<file path="src/rtl/rot_word_fetcher_pkg.sv">
// rot_word_fetcher_pkg: shared defaults, FSM states and start-offset type for rot_word_fetcher
package rot_word_fetcher_pkg;
  localparam int WORD_WIDTH_DEF = 32;
  localparam int N_WORDS_DEF    = 553;
  localparam int ADDR_WIDTH_DEF = 10;
  localparam int POS_WIDTH_DEF  = 15;
  typedef enum logic [1:0] {IDLE, PRIME, STREAM, DRAIN} state_e;
  typedef logic [5:0] start_t;
endpackage

</file>
<file path="src/rtl/rot_word_fetcher_addr_gen.sv">
// rot_addr_gen: modular read-address counter, loads (-q-1) mod N_WORDS and wraps N_WORDS-1 -> 0
//   ports: clk, rst_n (sync active-low), load_i + q_i (word offset), inc_i (advance), addr_o
module rot_addr_gen
  import rot_word_fetcher_pkg::*;
#(
  parameter int N_WORDS    = N_WORDS_DEF,
  parameter int ADDR_WIDTH = ADDR_WIDTH_DEF
) (
  input  logic                  clk,
  input  logic                  rst_n,
  input  logic                  load_i,
  input  logic [ADDR_WIDTH-1:0] q_i,
  input  logic                  inc_i,
  output logic [ADDR_WIDTH-1:0] addr_o
);
  localparam logic [ADDR_WIDTH-1:0] LAST = ADDR_WIDTH'(N_WORDS - 1);
  logic [ADDR_WIDTH-1:0] addr_q;
  // q < N_WORDS for any accepted command, so (-q-1) mod N is simply N-1-q
  always_ff @(posedge clk) begin
    if (!rst_n) addr_q <= '0;
    else if (load_i) addr_q <= LAST - q_i;
    else if (inc_i) addr_q <= (addr_q == LAST) ? '0 : addr_q + ADDR_WIDTH'(1);
  end
  assign addr_o = addr_q;
endmodule

</file>
<file path="src/rtl/rot_word_fetcher.sv">
// rot_word_fetcher: streams rotated word pairs of a cyclic dense polynomial for a sparse bit position
//   ports: clk, rst_n (sync active-low); cmd_valid/cmd_ready/cmd_pos command;
//   mem_rd_en/mem_rd_addr/mem_rd_data 1-cycle synchronous read; out_valid/out_ready beat handshake with
//   out_word_left/right, out_start, out_idx, out_last; busy, err (1-cycle pulse on out-of-range pos).
//   Optional macro ROT_FETCH_DUMMY_EN adds cmd_dummy/out_dummy (dummy pass flag carried on every beat).
module rot_word_fetcher
  import rot_word_fetcher_pkg::*;
#(
  parameter int WORD_WIDTH = WORD_WIDTH_DEF,
  parameter int N_WORDS    = N_WORDS_DEF,
  parameter int ADDR_WIDTH = ADDR_WIDTH_DEF,
  parameter int POS_WIDTH  = POS_WIDTH_DEF
) (
  input  logic                  clk,
  input  logic                  rst_n,
  input  logic                  cmd_valid,
  output logic                  cmd_ready,
  input  logic [POS_WIDTH-1:0]  cmd_pos,
  output logic                  mem_rd_en,
  output logic [ADDR_WIDTH-1:0] mem_rd_addr,
  input  logic [WORD_WIDTH-1:0] mem_rd_data,
  output logic                  out_valid,
  input  logic                  out_ready,
  output logic [WORD_WIDTH-1:0] out_word_left,
  output logic [WORD_WIDTH-1:0] out_word_right,
  output start_t                out_start,
  output logic [ADDR_WIDTH-1:0] out_idx,
  output logic                  out_last,
  output logic                  busy,
  output logic                  err
`ifdef ROT_FETCH_DUMMY_EN
  ,
  input  logic                  cmd_dummy,
  output logic                  out_dummy
`endif
);
  state_e                state_q;
  logic [ADDR_WIDTH:0]   rd_left_q;
  logic                  rd_pend_q, first_q, skid_q, out_valid_q, last_q, busy_q, err_q;
  logic [WORD_WIDTH-1:0] prev_q, skid_l_q, skid_r_q, left_q, right_q;
  logic [ADDR_WIDTH-1:0] idx_q, next_idx_q;
  start_t                start_q;
  logic                  accept, bad, arrive, out_free, to_skid, load_out, issue;
  logic [ADDR_WIDTH-1:0] q_w;
  start_t                start_w;
  assign accept   = cmd_valid && state_q == IDLE;
  assign bad      = 32'(cmd_pos) >= 32'(N_WORDS * WORD_WIDTH);
  assign q_w      = ADDR_WIDTH'(cmd_pos / POS_WIDTH'(WORD_WIDTH));
  assign start_w  = start_t'(POS_WIDTH'(WORD_WIDTH) - cmd_pos % POS_WIDTH'(WORD_WIDTH));
  // the first returned word only primes prev_q; every later one completes a beat
  assign arrive   = rd_pend_q && !first_q;
  assign out_free = !out_valid_q || out_ready;
  assign to_skid  = arrive && !out_free;
  assign load_out = out_free && (skid_q || arrive);
  // a read may only go out if its data is guaranteed a home next cycle
  assign issue    = (state_q == PRIME || state_q == STREAM) && !skid_q && !to_skid;
  rot_addr_gen #(.N_WORDS(N_WORDS), .ADDR_WIDTH(ADDR_WIDTH)) u_addr (
    .clk    (clk),
    .rst_n  (rst_n),
    .load_i (accept && !bad),
    .q_i    (q_w),
    .inc_i  (issue),
    .addr_o (mem_rd_addr)
  );
`ifdef ROT_FETCH_DUMMY_EN
  logic dummy_q;
  always_ff @(posedge clk) begin
    if (!rst_n) dummy_q <= 1'b0;
    else if (accept && !bad) dummy_q <= cmd_dummy;
  end
  assign out_dummy = dummy_q;
`endif
  always_ff @(posedge clk) begin
    if (!rst_n) begin
      state_q     <= IDLE;
      rd_left_q   <= '0;
      rd_pend_q   <= 1'b0;
      first_q     <= 1'b0;
      skid_q      <= 1'b0;
      out_valid_q <= 1'b0;
      last_q      <= 1'b0;
      busy_q      <= 1'b0;
      err_q       <= 1'b0;
      prev_q      <= '0;
      skid_l_q    <= '0;
      skid_r_q    <= '0;
      left_q      <= '0;
      right_q     <= '0;
      idx_q       <= '0;
      next_idx_q  <= '0;
      start_q     <= '0;
    end else begin
      err_q     <= accept && bad;
      rd_pend_q <= issue;
      case (state_q)
        IDLE: if (accept && !bad) begin
          state_q    <= PRIME;
          rd_left_q  <= (ADDR_WIDTH+1)'(N_WORDS + 1);
          first_q    <= 1'b1;
          next_idx_q <= '0;
          busy_q     <= 1'b1;
          start_q    <= start_w;
        end
        PRIME, STREAM: if (issue) begin
          rd_left_q <= rd_left_q - (ADDR_WIDTH+1)'(1);
          state_q   <= (rd_left_q == (ADDR_WIDTH+1)'(1)) ? DRAIN : STREAM;
        end
        default: if (out_valid_q && out_ready && last_q) begin
          state_q <= IDLE;
          busy_q  <= 1'b0;
        end
      endcase
      if (rd_pend_q) begin
        prev_q  <= mem_rd_data;
        first_q <= 1'b0;
      end
      if (to_skid) begin
        skid_q   <= 1'b1;
        skid_l_q <= mem_rd_data;
        skid_r_q <= prev_q;
      end else if (load_out) skid_q <= 1'b0;
      if (load_out) begin
        out_valid_q <= 1'b1;
        left_q      <= skid_q ? skid_l_q : mem_rd_data;
        right_q     <= skid_q ? skid_r_q : prev_q;
        idx_q       <= next_idx_q;
        last_q      <= next_idx_q == ADDR_WIDTH'(N_WORDS - 1);
        next_idx_q  <= next_idx_q + ADDR_WIDTH'(1);
      end else if (out_ready) out_valid_q <= 1'b0;
    end
  end
  assign cmd_ready      = state_q == IDLE;
  assign mem_rd_en      = issue;
  assign out_valid      = out_valid_q;
  assign out_word_left  = left_q;
  assign out_word_right = right_q;
  assign out_start      = start_q;
  assign out_idx        = idx_q;
  assign out_last       = last_q;
  assign busy           = busy_q;
  assign err            = err_q;
endmodule

</file>
<file path="config.mk">
export PLATFORM = sky130hd
export DESIGN_NAME = rot_word_fetcher
export DESIGN_NICKNAME = d
export VERILOG_FILES = /design/src/rtl/rot_word_fetcher_pkg.sv /design/src/rtl/rot_word_fetcher_addr_gen.sv /design/src/rtl/rot_word_fetcher.sv
export SDC_FILE = /design/constraint.sdc
export NUM_CORES = 1
export LEC_CHECK = 0
export ABC_AREA = 1
export BUFFER_PORTS_ARGS = -buffer_cell sky130_fd_sc_hd__buf_2
export CORE_ASPECT_RATIO = 0.9
export CORE_MARGIN = 2
export CORE_UTILIZATION = 45
export CTS_CLUSTER_SIZE = 28
export DETAILED_ROUTE_END_ITERATION = 10
export PLACE_DENSITY = 0.67
export SLEW_MARGIN = 10
export SYNTH_ARGS = -nofsm -noshare
export SYNTH_HDL_FRONTEND = slang
export SYNTH_SLANG_ARGS = --single-unit
export TNS_END_PERCENT = 5
</file>
<file path="constraint.sdc">
create_clock -name clk -period 1.9 [get_ports clk]
set_clock_uncertainty 0.2 [all_clocks]
set_input_delay 0.19 -clock clk [delete_from_list [all_inputs] [get_ports clk]]
set_output_delay 0.19 -clock clk [all_outputs]
set_load 0.02 [all_outputs]
</file>
==> results of run 1 <==
flip-flops by register name, summed over array words and instances, names as in the netlist, 2 cells and up:
register and flops:
out_idx 10, rd_left_q 11, skid_r_q 32, prev_q 32
out_word_right 32, next_idx_q 10, state_q 2, u_addr.addr_o 10
skid_l_q 32, out_start 6, out_word_left 32
power groups by stage:
| stage | registers (mW) | clock network, mW | logic [mW] |
|---|---|---|---|
| 2_1_floorplan | 6.88 | 0 | 2.84 |
| 3_3_place_gp | 6.23 | 0 | 5.30 |
| 3_5_place_dp | 6.25 | 0 | 5.36 |
| 4_1_cts | 6.17 | 4.40 | 5.59 |
| 5_1_grt | 6.31 | 4.59 | 6.46 |
| 6_report | 6.18 | 4.30 | 5.84 |
area by class of cell:
| class | count | area (sq um) |
|---|---|---|
| clock buffers | 31 | 616 |
| clock inverters | 9 | 98.8 |
| fillers | 1852 | 8360 |
| inverters | 87 | 334 |
| multi-input cells | 842 | 4110 |
| flip-flops and latches | 216 | 4330 |
| well taps | 255 | 319 |
| repair buffers | 235 | 1620 |
final timing paths:
kind / cells past startpoint / slack [ns] / startpoint / endpoint
setup / recovery: 5 / 0.06 / state_q[0] / mem_rd_en
hold / removal: 5 / 0.02 / cmd_pos[5] / err
setup reg to reg: 9 / 0.08 / state_q[0] / rd_left_q[4]
hold reg to reg: 2 / 0.27 / skid_r_q[9] / out_word_right[9]
placed cells by master (no fill, tap or decap), drive strengths merged:
cell / netlist / routed
a311oi: 1 / 1
nand2: 233 / 233
buf: 21 / 186
nor3: 11 / 11
ha: 11 / 11
nand4: 7 / 7
clkbuf: 59 / 31
nand3: 43 / 43
clkinv: 0 / 6
a31oi: 66 / 66
xnor2: 2 / 2
o21ai: 204 / 204
or2: 1 / 1
bufinv: 0 / 2
o31ai: 1 / 1
a32oi: 1 / 1
dfxtp: 216 / 216
inv: 87 / 88
xor2: 10 / 10
o21a: 1 / 1
nor2: 156 / 156
a21oi: 94 / 94
dlygate4sd3: 0 / 49
critical path: stages (launching register included):
cell and delay [ns]:
dfxtp_2 0.32, inv_1 0.06, ha_4 0.29, nand3_4 0.08, inv_1 0.08, buf_6 0.11
metrics by stage:
| step | utilization, % | instance area (sq um) | cells | setup TNS (ns) |
|---|---|---|---|---|
| floorplan | - | 9000 | 1225 | 0 |
| global placement | 50.7 | 10000 | 1583 | 0 |
| detailed placement | 50.7 | 10000 | 1583 | 0 |
| CTS | 57.1 | 11300 | 1675 | 0 |
| global route | 57.8 | 11400 | 1675 | -0.466 |
| finish | 57.8 | 11400 | 1675 | 0 |
logic make-up (layout without fill, tap and decap cells):
kind of cell | after synthesis | in the layout | share of synthesized area (%)
compound gates | 368 | 368 | 21.6
xor+xnor | 12 | 12 | 1.17
fa+ha+maj | 11 | 11 | 1.53
buf+inv | 167 | 362 | 7.47
flops | 216 | 216 | 48.1
simple gates | 451 | 451 | 20.2
routing by layer:
layer  GRT usage, %  up-vias  share of wire (%)
li1               -     4429                  -
met1           31.0     4019                 47
met2           35.6      212                 45
met3           3.23       50                4.8
met4           6.24        0                2.6
met5              0        -                  0
timing repair:
item	4_1_cts	5_1_grt
endpoints found under the setup margin	1	40
hold buffers	49	0
cloned	0	1
pin swaps	3	7
resized for setup	9	38
buffers inserted	4	0
endpoints found under the hold margin	116	0
==> metrics.cfg, run 1 <==
[outcome]
status = completed

[grt]
grt_max_degree = 119
grt_pass1_wl_microns = 39800
antenna_found_initial = 0
grt-ovfl-total = 0
grt_usage_pct = 22.1
grt_pass1_vias = 8106

[placed_design]
io_buffer_count = 146
routabilityCongestion = 0.875
pre_cts_ws_ns = 0.00676
dp.final_hpwl_microns = 15100

[power]
irDropWorstVdd_mv = 0.960
p_leak_nw = 4.95
p_seq_share_pct = 37.9
p_sw_mw = 6.04
power_frac_clock_pct = 26.4
internal_power_mw = 10.3
power_density_mw_per_mm2 = 1430
combPwrFrac_pct = 35.8
swShare_pct = 37.0
finalPower_mw = 16.3

[logic_synthesis]
yosys_warnings = 0
yosysMostFrequentCell = nand2_1
avgSynthCellArea_sq_um = 7.34
synth_seq_cells = 216
synth_top_area_share_pct = 48.1
yosysSeqAreaShare_pct = 48.1
synth_top_area_cell = dfxtp_1
synth.distinct_cells = 30
async_flop_share_pct = 0
ys.flop_type = dfxtp_1
syn_inst = 1225
synth_fp_nets = 1287
synth_common_cells = nand2_1, dfxtp_1, o21ai_0, nor2_1, a21oi_1
synth.area.top_cells = dfxtp_1, o21ai_0, nand2_1, nor2_1, a21oi_1
synth_edf_count = 0
syn_area_sq_mm = 0.00900

[die]
core_sq_mm = 0.0198
rows = 49
die_w_microns = 153
dieHeight_microns = 138
die_area_sq_mm = 0.0211
start_util_pct = 45.4
ios = 147

[clocking]
clock_path_buffers = 3
clock_latency_ns = 0.51
cts_tree = yes
root_buffer = clkbuf_16
cts.htree.levels = 1
cts_num_sinks = 216
cts_buffers = 23
clk_pin_slew_ns = 0.06

[critical_path]
cp_max_fo = 3
crit_path_end_kind = output port
path_class = reg2out
cp.arrival_ns = 1.45
cp.required_ns = 1.51
cp-start-kind = flop

[route]
wl_microns = 24300
postRouteAntennaNets = 0
via_per_inst = 5.20
drc_errors = 0
wl_per_cell_microns = 14.5
drt_first_pass_iters = 5
first_iter_violations = 446
num_vias = 8710

[final_layout]
area_growth_pct = 27.1
layout.nets = 1467
antenna_cells = 0
layout-drive-gt1-share_pct = 18.7

[sta]
finalSetupViolations = 0
clock.fmax_mhz = 542
max_slew_margin_pct = 49.8
rsz0062_at_grt = yes
fin_crit_ns = 1.84
layout_setup_ws_ns = 0.0567
hold_slack_ns = 0.0239
hold_viol_final = 0
fin_crit_sh_pct = 97.0
tightest_slew_ns = 0.753
slew_viol_final = 0

[job]
drv_cap = 0

[worst_hold_path]
worstHoldPathType = in2reg

Power figures use the tool's default switching activity.
==> run 2, diff against run 1 <==
--- a/config.mk
+++ b/config.mk
@@ -12,7 +12,7 @@
 export CORE_UTILIZATION = 45
 export CTS_CLUSTER_SIZE = 28
 export DETAILED_ROUTE_END_ITERATION = 10
-export PLACE_DENSITY = 0.67
+export PLACE_DENSITY = 0.65
 export SLEW_MARGIN = 10
 export SYNTH_ARGS = -nofsm -noshare
 export SYNTH_HDL_FRONTEND = slang
==> constraint.sdc (replaced) <==
create_clock -name clk -period 2.32 [get_ports clk]
set_clock_uncertainty 0.2 [all_clocks]
set_input_delay 0.232 -clock clk [delete_from_list [all_inputs] [get_ports clk]]
set_output_delay 0.232 -clock clk [all_outputs]
set_load 0.02 [all_outputs]
==> run 2 against run 1 <==
Against the previous run: core utilization fell by 1.4 points; routed wire length shrank 2.3%; total power down 19%; critical path type is now in2reg; critical endpoint is now err; largest cell class unchanged; largest power group unchanged; highest routed layer unchanged.
==> metrics.cfg, run 2 (synthesis gave the netlist of run 1 again) <==
[power]
finalPower_mw = 13.2  ; was 16.3 mW
irDropWorstVdd_mv = 0.670  ; was 0.960 mV
p_leak_nw = 4.83  ; was 4.95 nW
power_density_mw_per_mm2 = 1180  ; was 1430 mW/mm^2

[placed_design]
routabilityCongestion = 0.888  ; was 0.875
io_buffer_count = 146  ; unchanged
dp_cells = 1562  ; was 1583
dp.final_hpwl_microns = 14500  ; was 15100 microns
placedInstanceArea_sq_mm = 0.00989  ; was 0.0100 sq mm
pre_cts_ws_ns = 0.204  ; was 0.00676 ns

[final_layout]
layout_commonest_cell = nand2_1  ; unchanged
layout-drive-gt1-share_pct = 15.7  ; was 18.7%
layout_common_cells = nand2_1, dfxtp_1, o21ai_0  ; unchanged
instances_no_fill = 1648  ; was 1675
postLayoutCoreUtil_pct = 56.3  ; was 57.8%
layout.nets = 1438  ; was 1467
antenna_cells = 0  ; unchanged
area_growth_pct = 24.0  ; was 27.1%
fin_area_sq_mm = 0.0112  ; was 0.0114 sq mm

[grt]
grt_max_degree = 195  ; was 119
antenna_found_initial = 0  ; unchanged
grt-ovfl-total = 0  ; unchanged
grt_pass1_vias = 7915  ; was 8106
grt_pass1_wl_microns = 39800  ; about the same
grt_usage_pct = 22.0  ; was 22.1%

[sta]
setup_tns_ns = 0  ; unchanged
layout_setup_ws_ns = 0.139  ; was 0.0567 ns
fin_crit_sh_pct = 94.0
slew_viol_final = 0  ; unchanged
tightest_slew_ns = 0.795  ; was 0.753 ns
clock.fmax_mhz = 458
rsz0062_at_grt = yes  ; unchanged
hold_slack_ns = 0.0287  ; was 0.0239 ns
finalSetupViolations = 0  ; unchanged
max_slew_margin_pct = 47.0  ; was 49.8%
fin_crit_ns = 2.18
hold_viol_final = 0  ; unchanged

[critical_path]
cp-start-kind = input pin  ; was flop
cp.arrival_ns = 2.42  ; was 1.45 ns
reg2reg_from = state_q[0]  ; unchanged
crit_start = cmd_pos[0]  ; was state_q[0]
crit_path_end_kind = flop  ; was output port
path_class = in2reg  ; was reg2out
reg2reg_slack_ns = 0.25  ; was 0.08 ns
cp.required_ns = 2.56  ; was 1.51 ns
worstReg2RegEnd = next_idx_q[5]  ; was rd_left_q[4]
cp_max_fo = 2  ; was 3
r2r_cells = 10  ; was 9

[clocking]
root_buffer = clkbuf_16  ; unchanged
cts_setup_buffers = 0  ; was 4
clock_path_buffers = 3  ; unchanged
cts.htree.levels = 1  ; unchanged
clk_pin_slew_ns = 0.06  ; about the same
clock_latency_ns = 0.51  ; about the same
cts_tree = yes  ; unchanged
cts_buffers = 23  ; unchanged
cts_num_sinks = 216  ; unchanged

[route]
met1_length_microns = 11500  ; about the same
postRouteAntennaNets = 0  ; unchanged
drt_first_pass_iters = 5  ; unchanged
wl_per_cell_microns = 14.4  ; was 14.5 microns
topRoutingLayerUsed = met4  ; unchanged
route.met3.wl_microns = 991  ; was 1170 microns
via_per_inst = 5.11  ; was 5.20
wl_microns = 23700  ; was 24300 microns
first_iter_violations = 547  ; was 446
num_vias = 8419  ; was 8710
wl_met2_microns = 10700  ; was 10900 microns
drc_errors = 0  ; unchanged

[worst_hold_path]
worstHoldPathType = in2reg  ; unchanged
min_to = u_addr.addr_o[3]  ; was err
holdPathStages = 5  ; unchanged
hold_path.startpoint = cmd_pos[8]  ; was cmd_pos[5]

[job]
drv_cap = 0  ; unchanged

[die]
core_sq_mm = 0.0198  ; unchanged
ios = 147  ; unchanged
die_w_microns = 153  ; unchanged
die_area_sq_mm = 0.0211  ; unchanged
start_util_pct = 45.4  ; unchanged
rows = 49  ; unchanged
dieHeight_microns = 138  ; unchanged

[outcome]
status = completed  ; unchanged

==> run 2: power breakdown <==
| group | switching (mW) | total [mW] | internal [mW] |
|---|---|---|---|
| registers | 0.519 | 5.06 | 4.54 |
| logic | 2.79 | 4.23 | 1.43 |
| clock network | 1.49 | 3.89 | 2.40 |
| total | 4.81 | 13.2 | 8.38 |
==> run 2: worst max-delay path by stage <==
| stage | cells past startpoint | to | slack (ns) |
|---|---|---|---|
| after global routing | 13 | u_addr.addr_o[9] | -0.02 |
| after global placement | 13 | u_addr.addr_o[9] | 0.24 |
| after detailed placement | 12 | u_addr.addr_o[6] | 0.20 |
| final | 9 | err | 0.14 |
| after floorplan | 9 | next_idx_q[9] | 0.46 |
| after CTS | 6 | mem_rd_en | 0.07 |
==> run 2: what timing repair did <==
item | 4_1_cts | 5_1_grt
hold buffers | 44 | 0
endpoints found under the setup margin | 0 | 8
gates resized for setup | 0 | 3
endpoints found under the hold margin | 107 | 0
==> run 2: critical path, stage by stage <==
cell	delay, ns
dlygate4sd3_1	0.57
buf_2	0.15
inv_1	0.07
ha_1	0.19
nand2_1	0.10
nor2_1	0.10
nand2_1	0.10
a311oi_1	0.31
dlygate4sd3_1	0.61
==> run 2: area by class of cell <==
cell class | count | area (sq um)
fill | 1878 | 8650
sequential | 216 | 4330
multi-input combinational | 842 | 4020
timing repair buffer | 206 | 1360
clock buffer | 32 | 649
inverter | 87 | 329
tap | 255 | 319
clock inverter | 10 | 154
==> run 2: per-layer routing <==
metal	GRT usage [%]	vias to the layer above
met2	35.3	162
li1	-	4374
met5	0	-
met1	30.9	3846
met3	3.64	37
met4	5.41	0
==> run 3, diff against run 2 <==
--- a/config.mk
+++ b/config.mk
@@ -7,7 +7,6 @@
 export LEC_CHECK = 0
 export ABC_AREA = 1
 export BUFFER_PORTS_ARGS = -buffer_cell sky130_fd_sc_hd__buf_2
-export CORE_ASPECT_RATIO = 0.9
 export CORE_MARGIN = 2
 export CORE_UTILIZATION = 45
 export CTS_CLUSTER_SIZE = 28
==> run 3 against run 2 <==
Against the previous run: largest power group unchanged; via count rose by 1.4%; combinational power barely moved; global-route usage fell by 0.68 points; worst setup slack improved by 0.0044 ns; highest routed layer unchanged; clock power fell by 8.0%; total power fell by 2.5%; die area barely moved.
==> metrics.cfg, run 3 (synthesis gave the netlist of run 1 again) <==
[clocking]
clock_path_buffers = 3  ; unchanged
cts_hold_buf = 42  ; was 44
cts_setup_buffers = 0  ; unchanged
cts.htree.levels = 1  ; unchanged
cts_resized = 0  ; unchanged
clk_pin_slew_ns = 0.06  ; about the same
cts_tree = yes  ; unchanged
cts_buffers = 24  ; was 23
root_buffer = clkbuf_16  ; unchanged
cts_num_sinks = 216  ; unchanged
clock_latency_ns = 0.50  ; was 0.51 ns

[final_layout]
layout_commonest_cell = nand2_1  ; unchanged
area_growth_pct = 23.2  ; was 24.0%
layout.nets = 1438  ; unchanged
antenna_cells = 0  ; unchanged
instances_no_fill = 1656  ; was 1648
layout-drive-gt1-share_pct = 15.5  ; was 15.7%
layout_common_cells = nand2_1, dfxtp_1, o21ai_0  ; unchanged

[power]
irDropWorstVdd_mv = 0.604  ; was 0.670 mV
power_density_mw_per_mm2 = 1160  ; was 1180 mW/mm^2
p_leak_nw = 4.79  ; was 4.83 nW

[die]
core_sq_mm = 0.0195  ; was 0.0198 sq mm
die_area_sq_mm = 0.0211  ; about the same
rows = 51  ; was 49
dieHeight_microns = 145  ; was 138 microns
ios = 147  ; unchanged
die_w_microns = 145  ; was 153 microns
start_util_pct = 46.1  ; was 45.4%

[sta]
clock.fmax_mhz = 459  ; was 458 MHz
fin_crit_ns = 2.18  ; about the same
max_slew_margin_pct = 41.9  ; was 47.0%
fin_crit_sh_pct = 93.8  ; was 94.0%
finalSetupViolations = 0  ; unchanged
hold_viol_final = 0  ; unchanged
setup_tns_ns = 0  ; unchanged
rsz0062_at_grt = no  ; was yes
tightest_slew_ns = 0.870  ; was 0.795 ns
slew_viol_final = 0  ; unchanged

[grt]
antenna_found_initial = 0  ; unchanged
grt_pass1_wl_microns = 38600  ; was 39800 microns
grt_pass1_vias = 7689  ; was 7915
grt-ovfl-total = 0  ; unchanged
grt_max_degree = 195  ; unchanged
grt_usage_pct = 21.3  ; was 22.0%

[route]
drt_first_pass_iters = 5  ; unchanged
wl_per_cell_microns = 14.1  ; was 14.4 microns
postRouteAntennaNets = 0  ; unchanged
via_per_inst = 5.16  ; was 5.11
drc_errors = 0  ; unchanged
num_vias = 8538  ; was 8419
first_iter_violations = 573  ; was 547
wl_microns = 23400  ; was 23700 microns

[critical_path]
cp.required_ns = 1.89  ; was 2.56 ns
cp_max_fo = 11  ; was 2
cp.arrival_ns = 1.74  ; was 2.42 ns
crit_path_end_kind = output port  ; was flop
cp-start-kind = flop  ; was input pin
path_class = reg2out  ; was in2reg

[job]
drv_cap = 0  ; unchanged

[worst_hold_path]
worstHoldPathType = in2reg  ; unchanged

[placed_design]
dp_cells = 1573  ; was 1562
routabilityCongestion = 0.866  ; was 0.888
io_buffer_count = 146  ; unchanged
dp.final_hpwl_microns = 14100  ; was 14500 microns

[outcome]
status = completed  ; unchanged

## run 3: worst paths after layout
| kind | from | endpoint | slack [ns] | cells after the start |
|---|---|---|---|---|
| worst max-delay path | rd_pend_q | mem_rd_en | 0.14 | 7 |
| worst min-delay path | cmd_pos[11] | u_addr.addr_o[6] | 0.03 | 5 |
| worst max register to register | rd_pend_q | next_idx_q[8] | 0.29 | 9 |
| worst min register to register | rd_left_q[1] | rd_left_q[1] | 0.27 | 2 |
## run 3: layout make-up
| class | count | area (sq um) |
|---|---|---|
| fillers | 1901 | 8450 |
| well taps | 265 | 332 |
| multi-input cells | 842 | 4000 |
| flip-flops and latches | 216 | 4330 |
| repair buffers | 205 | 1340 |
| clock inverters | 2 | 10.0 |
| clock buffers | 39 | 738 |
| inverters | 87 | 329 |
## run 3: layer usage
layer / vias to the layer above / wire length [microns] / GRT usage (%)
li1: 4374 / - / -
met1: 3928 / 11000 / 30.2
met2: 210 / 10900 / 34.7
met3: 26 / 1230 / 3.04
met4: 0 / 284 / 4.31
met5: - / 0 / 0
## run 3: critical path, cell delays in order (launching register included)
cell,delay (ns)
dfxtp_2,0.32
inv_2,0.05
buf_4,0.16
nor2_1,0.06
nand2_2,0.16
nand3_2,0.21
inv_1,0.12
buf_2,0.17
## run 3: power breakdown
part | total, mW | leakage, nW | switching, mW | internal, mW
clock | 3.58 | 0.368 | 1.42 | 2.15
sequential | 5.07 | 1.76 | 0.520 | 4.54
combinational | 4.21 | 2.67 | 2.76 | 1.45
total | 12.9 | 4.79 | 4.71 | 8.14
## run 3: metrics by stage
stage               instance area (sq um)  worst slack [ns]  power [mW]  hold WS [ns]  utilization, %
CTS                                 11100             0.116        13.0       0.00429            56.7
detailed placement                   9910             0.272        9.29         0.259            50.8
floorplan                            9000             0.464        7.96         0.167               -
global route                        11100           0.00723        13.7        0.0309            56.7
finish                              11100             0.143        12.9        0.0256            56.7
global placement                     9910             0.333        9.23         0.249            50.8
